$ cat src/rtl/packet_serializer.sv
// packet_serializer: frames payload bytes as preamble | access address | PDU | CRC-24
// and emits them one bit per clock toward the whitening stage.
module packet_serializer #(
  parameter logic [7:0]  PREAMBLE    = 8'hAA,
  parameter logic [31:0] ACCESS_ADDR = 32'h8E89BED6,
  parameter logic [23:0] CRC_INIT    = 24'h555555
) (
  input  logic       clock,
  input  logic       reset,
  input  logic       start,
  input  logic [7:0] length,
  input  logic [7:0] data_in,
  input  logic       data_valid,
  output logic       data_ready,
  output logic       bit_out,
  output logic       bit_valid,
  output logic       whiten_trigger,
  output logic       busy,
  output logic       done,
  output logic       underflow
);

  localparam logic [23:0] CRC_POLY = 24'h00065B;

  typedef enum logic [2:0] {
    IDLE  = 3'd0,
    PRE   = 3'd1,
    ADDR  = 3'd2,
    PDU   = 3'd3,
    CRC   = 3'd4,
    DONE  = 3'd5,
    UFLOW = 3'd6
  } state_t;

  state_t      state_r;
  state_t      state_nxt_s;
  logic [4:0]  bit_cnt_r;
  logic [7:0]  len_r;
  logic [7:0]  byte_cnt_r;
  logic [7:0]  acc_cnt_r;
  logic [7:0]  hold_r;
  logic        hold_valid_r;
  logic [7:0]  shift_r;
  logic [23:0] crc_r;

  logic        start_acc_s;
  logic        xfer_s;
  logic        byte_avail_s;
  logic        last_bit_s;
  logic        pdu_last_s;
  logic        load_s;

  function automatic logic [23:0] crc24_step(input logic [23:0] crc, input logic din);
    logic fb;
    fb = din ^ crc[23];
    crc24_step = {crc[22:0], 1'b0} ^ (fb ? CRC_POLY : 24'h000000);
  endfunction

  // Handshake and boundary qualifiers shared by the FSM and datapath.
  always_comb begin
    start_acc_s  = start && ((state_r == IDLE) || (state_r == UFLOW));
    xfer_s       = data_valid && data_ready;
    // A byte handed over in the boundary cycle bypasses the holding register.
    byte_avail_s = hold_valid_r || xfer_s;
    pdu_last_s   = (byte_cnt_r == len_r);
    case (state_r)
      PRE:     last_bit_s = (bit_cnt_r == 5'd7);
      ADDR:    last_bit_s = (bit_cnt_r == 5'd31);
      PDU:     last_bit_s = (bit_cnt_r == 5'd7);
      CRC:     last_bit_s = (bit_cnt_r == 5'd23);
      default: last_bit_s = 1'b0;
    endcase
    load_s = last_bit_s && (state_nxt_s == PDU);
  end

  // State register.
  always_ff @(posedge clock or negedge reset) begin
    if (!reset) begin
      state_r <= IDLE;
    end else begin
      state_r <= state_nxt_s;
    end
  end

  // Next-state logic.
  always_comb begin
    state_nxt_s = state_r;
    case (state_r)
      IDLE, UFLOW: begin
        if (start) state_nxt_s = PRE;
        else       state_nxt_s = IDLE;
      end
      PRE: begin
        if (last_bit_s) state_nxt_s = ADDR;
        else            state_nxt_s = PRE;
      end
      ADDR, PDU: begin
        if (!last_bit_s)       state_nxt_s = state_r;
        else if (pdu_last_s)   state_nxt_s = CRC;
        else if (byte_avail_s) state_nxt_s = PDU;
        else                   state_nxt_s = UFLOW;
      end
      CRC: begin
        if (last_bit_s) state_nxt_s = DONE;
        else            state_nxt_s = CRC;
      end
      DONE:    state_nxt_s = IDLE;
      default: state_nxt_s = IDLE;
    endcase
  end

  // Output decode from registered state only.
  always_comb begin
    bit_out        = 1'b0;
    bit_valid      = 1'b0;
    whiten_trigger = 1'b0;
    busy           = 1'b0;
    done           = 1'b0;
    underflow      = 1'b0;
    data_ready     = 1'b0;
    case (state_r)
      PRE: begin
        bit_out   = PREAMBLE[bit_cnt_r[2:0]];
        bit_valid = 1'b1;
        busy      = 1'b1;
      end
      ADDR: begin
        bit_out   = ACCESS_ADDR[bit_cnt_r];
        bit_valid = 1'b1;
        busy      = 1'b1;
      end
      PDU: begin
        bit_out        = shift_r[0];
        bit_valid      = 1'b1;
        whiten_trigger = 1'b1;
        busy           = 1'b1;
      end
      CRC: begin
        bit_out        = crc_r[23];
        bit_valid      = 1'b1;
        whiten_trigger = 1'b1;
        busy           = 1'b1;
      end
      DONE: begin
        busy = 1'b1;
        done = 1'b1;
      end
      UFLOW: begin
        underflow = 1'b1;
      end
      default: begin
        busy = 1'b0;
      end
    endcase
    if ((state_r == PRE) || (state_r == ADDR) || (state_r == PDU) || (state_r == CRC)) begin
      data_ready = !hold_valid_r && (acc_cnt_r < len_r);
    end else begin
      data_ready = 1'b0;
    end
  end

  // Bit position within the current field; restarts at every field or byte boundary.
  always_ff @(posedge clock or negedge reset) begin
    if (!reset) begin
      bit_cnt_r <= 5'd0;
    end else if ((state_r == PRE) || (state_r == ADDR) || (state_r == PDU) || (state_r == CRC)) begin
      bit_cnt_r <= last_bit_s ? 5'd0 : (bit_cnt_r + 5'd1);
    end else begin
      bit_cnt_r <= 5'd0;
    end
  end

  // Byte buffer, counters and CRC register.
  always_ff @(posedge clock or negedge reset) begin
    if (!reset) begin
      len_r        <= 8'd0;
      byte_cnt_r   <= 8'd0;
      acc_cnt_r    <= 8'd0;
      hold_r       <= 8'd0;
      hold_valid_r <= 1'b0;
      shift_r      <= 8'd0;
      crc_r        <= CRC_INIT;
    end else if (start_acc_s) begin
      len_r        <= length;
      byte_cnt_r   <= 8'd0;
      acc_cnt_r    <= 8'd0;
      hold_valid_r <= 1'b0;
      crc_r        <= CRC_INIT;
    end else begin
      if (xfer_s) acc_cnt_r <= acc_cnt_r + 8'd1;
      if (load_s) begin
        shift_r      <= hold_valid_r ? hold_r : data_in;
        hold_valid_r <= 1'b0;
        byte_cnt_r   <= byte_cnt_r + 8'd1;
      end else begin
        if (state_r == PDU) shift_r <= {1'b0, shift_r[7:1]};
        if (xfer_s) begin
          hold_r       <= data_in;
          hold_valid_r <= 1'b1;
        end
      end
      if (state_r == PDU)      crc_r <= crc24_step(crc_r, shift_r[0]);
      else if (state_r == CRC) crc_r <= {crc_r[22:0], 1'b0};
    end
  end

endmodule
$ cat config.mk
export PLATFORM = sky130hd
export DESIGN_NAME = packet_serializer
export DESIGN_NICKNAME = d
export VERILOG_FILES = /design/src/rtl/packet_serializer.sv
export SDC_FILE = /design/constraint.sdc
export NUM_CORES = 1
export LEC_CHECK = 0
export CELL_PAD_IN_SITES_DETAIL_PLACEMENT = 1
export CELL_PAD_IN_SITES_GLOBAL_PLACEMENT = 1
export CORE_ASPECT_RATIO = 0.75
export CORE_MARGIN = 2
export CORE_UTILIZATION = 50
export CTS_CLUSTER_SIZE = 10
export DETAILED_ROUTE_END_ITERATION = 8
export PLACE_DENSITY = 0.95
export REMOVE_ABC_BUFFERS = 1
export SETUP_SLACK_MARGIN = 0.5
export SYNTH_ARGS = -nofsm -noshare
export SYNTH_HDL_FRONTEND = slang
export SYNTH_SLANG_ARGS = --single-unit
$ cat constraint.sdc
create_clock -name clock -period 6 [get_ports clock]
set_clock_uncertainty 0.15 [all_clocks]
set_input_delay 0.9 -clock clock [delete_from_list [all_inputs] [get_ports clock]]
set_output_delay 0.9 -clock clock [all_outputs]
set_load 0.03 [all_outputs]
==> flow_summary.yaml <==
route:
  routedLengthMet1_um: 4230
  vias: 2804
  vias_per_cell: 5.84
  drc_errors: 0
  highest_layer: "met4"
  dr.pass1.iters: 4
  wirelength_um: 9400
  wl_per_cell_um: 19.6
  met2_length_um: 4580
  first_iter_violations: 152
  dr_wl_met3_um: 326
  ant_nets: 0
outcome:
  status: "complete, no violations"
power:
  power_density_mw_per_mm2: 521
  netSwitchingFraction: 0.394
  ir_worst_vdd_mv: 0.188
  switching_power_mw: 0.883
  seqPwrFrac: 0.406
  p_int_mw: 1.36
  p_leak_nw: 1.86
  finalPower_mw: 2.24
  combPwrFrac: 0.394
  p_clk_frac: 0.200
setup_path:
  slowest_delay_ps: 750
  critPathKind: "reg2out"
  worstPathArrival_ps: 2980
  worstSetupStartpointType: "register"
  cp.required_ps: 4950
  critPathMaxFanout: 14
  cp-end-kind: "primary output"
  cp_cell_sequence: "nor2b_1 > nand2_2 > o21a_1 > inv_1 > clkdlybuf4s50_1"
  cp_slowest_cell: "clkdlybuf4s50_1"
synthesis:
  ys_types: 50
  synth_area_mm2: 0.00379
  ys.flop_type: "dfrtp_1"
  syn_area_per_cell_um2: 10.7
  synth.most_common_cell: "dfrtp_1"
  synth_top_area_share: 0.402
  synth_cells: 356
  synth-edff-count: 0
  yosysTopAreaCell: "dfrtp_1"
  ys_seq_elements: 73
  ys_async_sr_fraction: 1.00
  seq_area_frac_synth: 0.485
  yosys-top-cells-count: "dfrtp_1 (61), nand2_1 (32), mux2i_1 (29), nor2_1 (24), xnor2_1 (23)"
  synth.area.top_cells: "dfrtp_1 (40%), dfstp_2 (8.3%), mux2i_1 (7.7%), xnor2_1 (5.3%), ha_1 (4.3%)"
  yosysWarnings: 0
timing:
  fin_ws_ps: 1970
  slew_headroom: 0.275
  whs_ps: 359
  rsz0062_at_grt: "no"
  tns_ps: 0
  tightestPinTransition_ps: 1090
  finalCritPeriodShare: 0.672
  finalHoldViolCount: 0
  period_needed_ps: 4030
  setup_viol: 0
  drv_slew: 0
  fmax_ghz: 0.248
clock_network:
  holdBufCountCts: 0
  path_clk_slew_ps: 80
  htree_levels: 3
  cts_buffer_depth: 2
  cts.repair.resized: 0
  clk_latency_ps: 350
  numCtsBuffers: 9
  cts_sinks: 73
  post_cts_buffers: 0
  clockRootBuffer: "clkbuf_8"
  cts_tree: "built"
global_routing:
  grt_usage: 0.249
  grt_max_degree: 74
  grt_pass1_wl_um: 15900
  gr-total-overflow: 0
  grt_pass1_vias: 3055
  grt_antenna_before_repair: 0
floorplan:
  coreArea_mm2: 0.00736
  fp.dieH_um: 79.4
  die-width_um: 105
  start_util: 0.515
  dieArea_mm2: 0.00831
  io_pins: 27
  row_count: 27
finish:
  drive_above_1_share: 0.119
  finalNetCount: 407
  syn_to_final_growth_pct: 13.5
  diodes: 0
place:
  io_buffers: 26
  pre_cts_slack_ps: 2370
  hpwlAfterDp_um: 6340
  place.gp.congestion: 0.821
worst_hold_path:
  min_path_type: "reg2reg"
flow_run:
  drv_cap: 0
## power groups by stage
stage               Sequential [mW]  Combinational (mW)  Clock (mW)
floorplan                     0.849               0.634           0
global placement              0.889               0.795           0
detailed placement            0.910               0.858           0
CTS                           0.907               0.887       0.455
global route                  0.937               0.966       0.475
finish                        0.910               0.883       0.448
## through the flow
| step | cell area, µm² | util | std cells |
|---|---|---|---|
| after floorplan | 3680 | - | 336 |
| after global placement | 4070 | 0.552 | 464 |
| after detailed placement | 4070 | 0.552 | 464 |
| after CTS | 4300 | 0.584 | 480 |
| after global routing | 4300 | 0.584 | 480 |
| final | 4300 | 0.584 | 480 |
## path summary, 6_finish.rpt
path | cells past startpoint | start | to | slack [ps]
hold / removal | 1 | hold_r[5] | hold_r[5] | 360
hold reg to reg | 1 | hold_r[5] | hold_r[5] | 360
min in group asynchronous | 2 | reset | acc_cnt_r[7] | 590
setup reg to reg | 6 | state_r[1] | shift_r[7] | 2580
setup / recovery | 5 | state_r[0] | whiten_trigger | 1970
max in group asynchronous | 2 | reset | crc_r[7] | 4510
## logic make-up after synthesis
group           synth area share
simple gates               0.145
flops                      0.485
compound gates             0.124
mux                        0.100
buf+inv                   0.0439
xor+xnor                  0.0577
fa+ha+maj                 0.0429
## sequential cells by signal (all words and copies together) (netlist names), 3 cells and up
signal,cells
acc_cnt_r,8
bit_cnt_r,5
hold_r,8
shift_r,8
crc_r,24
byte_cnt_r,8
len_r,8
state_r,3
## cells in the final DEF (no fill, tap or decap), types with 9 or more instances in the layout
| master | synthesis | layout |
|---|---|---|
| clkbuf_8 | 0 | 10 |
| xnor2_1 | 23 | 23 |
| nand2_1 | 32 | 32 |
| nor2_1 | 24 | 24 |
| clkdlybuf4s50_1 | 0 | 25 |
| mux2i_1 | 29 | 29 |
| ha_1 | 13 | 13 |
| inv_1 | 14 | 14 |
| o21ai_0 | 16 | 16 |
| a22o_1 | 9 | 9 |
| a21oi_1 | 11 | 11 |
| nand4_1 | 9 | 9 |
| dfstp_2 | 12 | 12 |
| dfrtp_1 | 61 | 61 |
| nand3_1 | 9 | 9 |
## layout make-up
type,count,area (µm²)
well taps,101,126
inverters,14,52.6
multi-input cells,249,1790
repair buffers,27,263
flip-flops and latches,73,1840
fillers,813,3060
clock buffers,10,138
clock inverters,6,97.6
## per-layer routing
layer | vias to the layer above | GRT usage
met1 | 1421 | 0.317
met4 | 0 | 0.111
met2 | 63 | 0.418
li1 | 1297 | -
met5 | - | 0
met3 | 23 | 0.0506
## worst max-delay path, delay by kind of cell, from the launching register on
family	cells	cell delay [ps]
buf+inv	2	1150
simple gates	2	630
flops	1	490
compound gates	1	360
No activity file was read; power rests on OpenSTA's default activity.
==> RTL edit: new RTL, same flow settings <==
Reset style: synchronous (`reset`), changed in 3 clocked blocks.
--- a/src/rtl/packet_serializer.sv
+++ b/src/rtl/packet_serializer.sv
@@ -74,7 +74,7 @@
   end
 
   // State register.
-  always_ff @(posedge clock or negedge reset) begin
+  always_ff @(posedge clock) begin
     if (!reset) begin
       state_r <= IDLE;
     end else begin
@@ -160,7 +160,7 @@
   end
 
   // Bit position within the current field; restarts at every field or byte boundary.
-  always_ff @(posedge clock or negedge reset) begin
+  always_ff @(posedge clock) begin
     if (!reset) begin
       bit_cnt_r <= 5'd0;
     end else if ((state_r == PRE) || (state_r == ADDR) || (state_r == PDU) || (state_r == CRC)) begin
@@ -171,7 +171,7 @@
   end
 
   // Byte buffer, counters and CRC register.
-  always_ff @(posedge clock or negedge reset) begin
+  always_ff @(posedge clock) begin
     if (!reset) begin
       len_r        <= 8'd0;
       byte_cnt_r   <= 8'd0;
Check against the original RTL: differs if reset is asserted again (counterexample within 4 cycles, from zero or initial values and one cycle with reset low); with reset held inactive, the same outputs for 10 cycles.
==> RTL edit against the unedited design <==
Sequential cell count rose by 1; critical path type unchanged; wire length grew 10%; sequential share of layout area decreased by 8.6 points; area after synthesis rose by 1.1%; cell count rose by 15%; global-route usage grew 1.1 points; setup slack lost 160 ps; final area rose by 0.64%; synthesized cell count up 21%; first-iteration DRC count fell by 16%.
Power is not compared: it rests on default switching activity, and its combinational part moved more than twofold at a synthesized area within 25%.
==> RTL edit: results <==
{
  "ys_seq_area_frac": 0.386,
  "async_flop_share": 0,
  "wl_per_cell_um": 18.8,
  "dr_total_vias": 3202,
  "htree_levels": 3,
  "cts_setup_buffers": 0,
  "gp_congestion": 0.811,
  "instances_no_fill": 552,
  "numPortBuffers": 26,
  "worst_pin_slew_ps": 1170,
  "top_register": "crc_r",
  "grt_max_degree": 32,
  "nNetsFinal": 480,
  "first_global_vias": 3404,
  "insertion_delay_ps": 360,
  "drtIter0Drc": 127,
  "post_synth_num_cell_types": 59,
  "grt_pass1_wl_um": 17100,
  "critPathMaxFanout": 27,
  "synthTopCellsByArea": "dfxtp_1 39%, mux2i_1 6.3%, nand2_1 5.3%",
  "numCtsBuffers": 9,
  "yosysWarnings": 0,
  "largest_reg_flops": 24,
  "dp_hpwl_um": 7210,
  "drive_above_1_share": 0.0998,
  "numPlacedInstances": 536,
  "avgSynthCellArea_um2": 8.94,
  "grt.total_usage": 0.260,
  "hp-class": "reg2reg",
  "arrival_ps": 3140,
  "regToRegSetupSlack_ps": 3120,
  "clk_pin_slew_worst_paths_ps": 90,
  "run_status": "finished clean",
  "ys_top_cells_by_count": "74 x dfxtp_1, 54 x nand2_1, 32 x nor2_1",
  "p_leak_nw": 1.69,
  "clock-root-buffer": "clkbuf_8"
}
[RTL edit: path summary, 6_finish.rpt]
path,from,endpoint,depth (start not counted)
max reg2reg,state_r[1],byte_cnt_r[6],6
max,state_r[1],whiten_trigger,6
min,crc_r[17],crc_r[17],2
min reg2reg,crc_r[17],crc_r[17],2
[RTL edit: layout make-up]
cell class | instances | area, µm²
clock buffer | 9 | 124
tap | 101 | 126
inverter | 13 | 48.8
sequential | 74 | 1480
fill | 875 | 3070
multi-input combinational | 318 | 2180
timing repair buffer | 30 | 290
clock inverter | 7 | 82.6
[RTL edit: cells by family (layout without fill, tap and decap cells)]
kind of cell,count (synthesis),after routing,synth area share
flops,74,74,0.386
compound gates,66,66,0.128
simple gates,178,178,0.243
mux,35,35,0.0949
fa+ha+maj,14,14,0.0457
buf+inv,37,59,0.0460
xor+xnor,25,25,0.0571
[RTL edit: worst max-delay path: stages, from the launching register on]
cell,delay (ps)
dfxtp_1,550
and2b_1,300
nand2_1,300
and2_0,280
buf_4,220
inv_2,360
clkdlybuf4s50_1,760
[RTL edit: per-stage QoR]
stage                     setup slack (ps)  hold WS [ps]  power, mW  cell area [µm²]   util
after global placement                2430           288      0.628             4130  0.558
final                                 1810           310       1.04             4330  0.585
after floorplan                       2940           282      0.589             3710      -
after global routing                  1660           330       1.08             4330  0.585
after CTS                             1830           315       1.04             4330  0.585
after detailed placement              2280           296      0.635             4130  0.558
[RTL edit: layer usage]
layer | routed length [µm] | global-route usage | up-vias
li1 | - | - | 1534
met3 | 493 | 0.0702 | 11
met2 | 5030 | 0.436 | 78
met5 | 0 | 0 | -
met1 | 4710 | 0.328 | 1579
met4 | 125 | 0.0800 | 0
[RTL edit: report_power, final]
part           total, mW  leakage, nW  switching, mW  internal (mW)
clock network      0.415       0.0988          0.216          0.199
registers          0.509        0.599         0.0103          0.499
logic              0.117        0.991         0.0667         0.0504
total               1.04         1.69          0.293          0.749
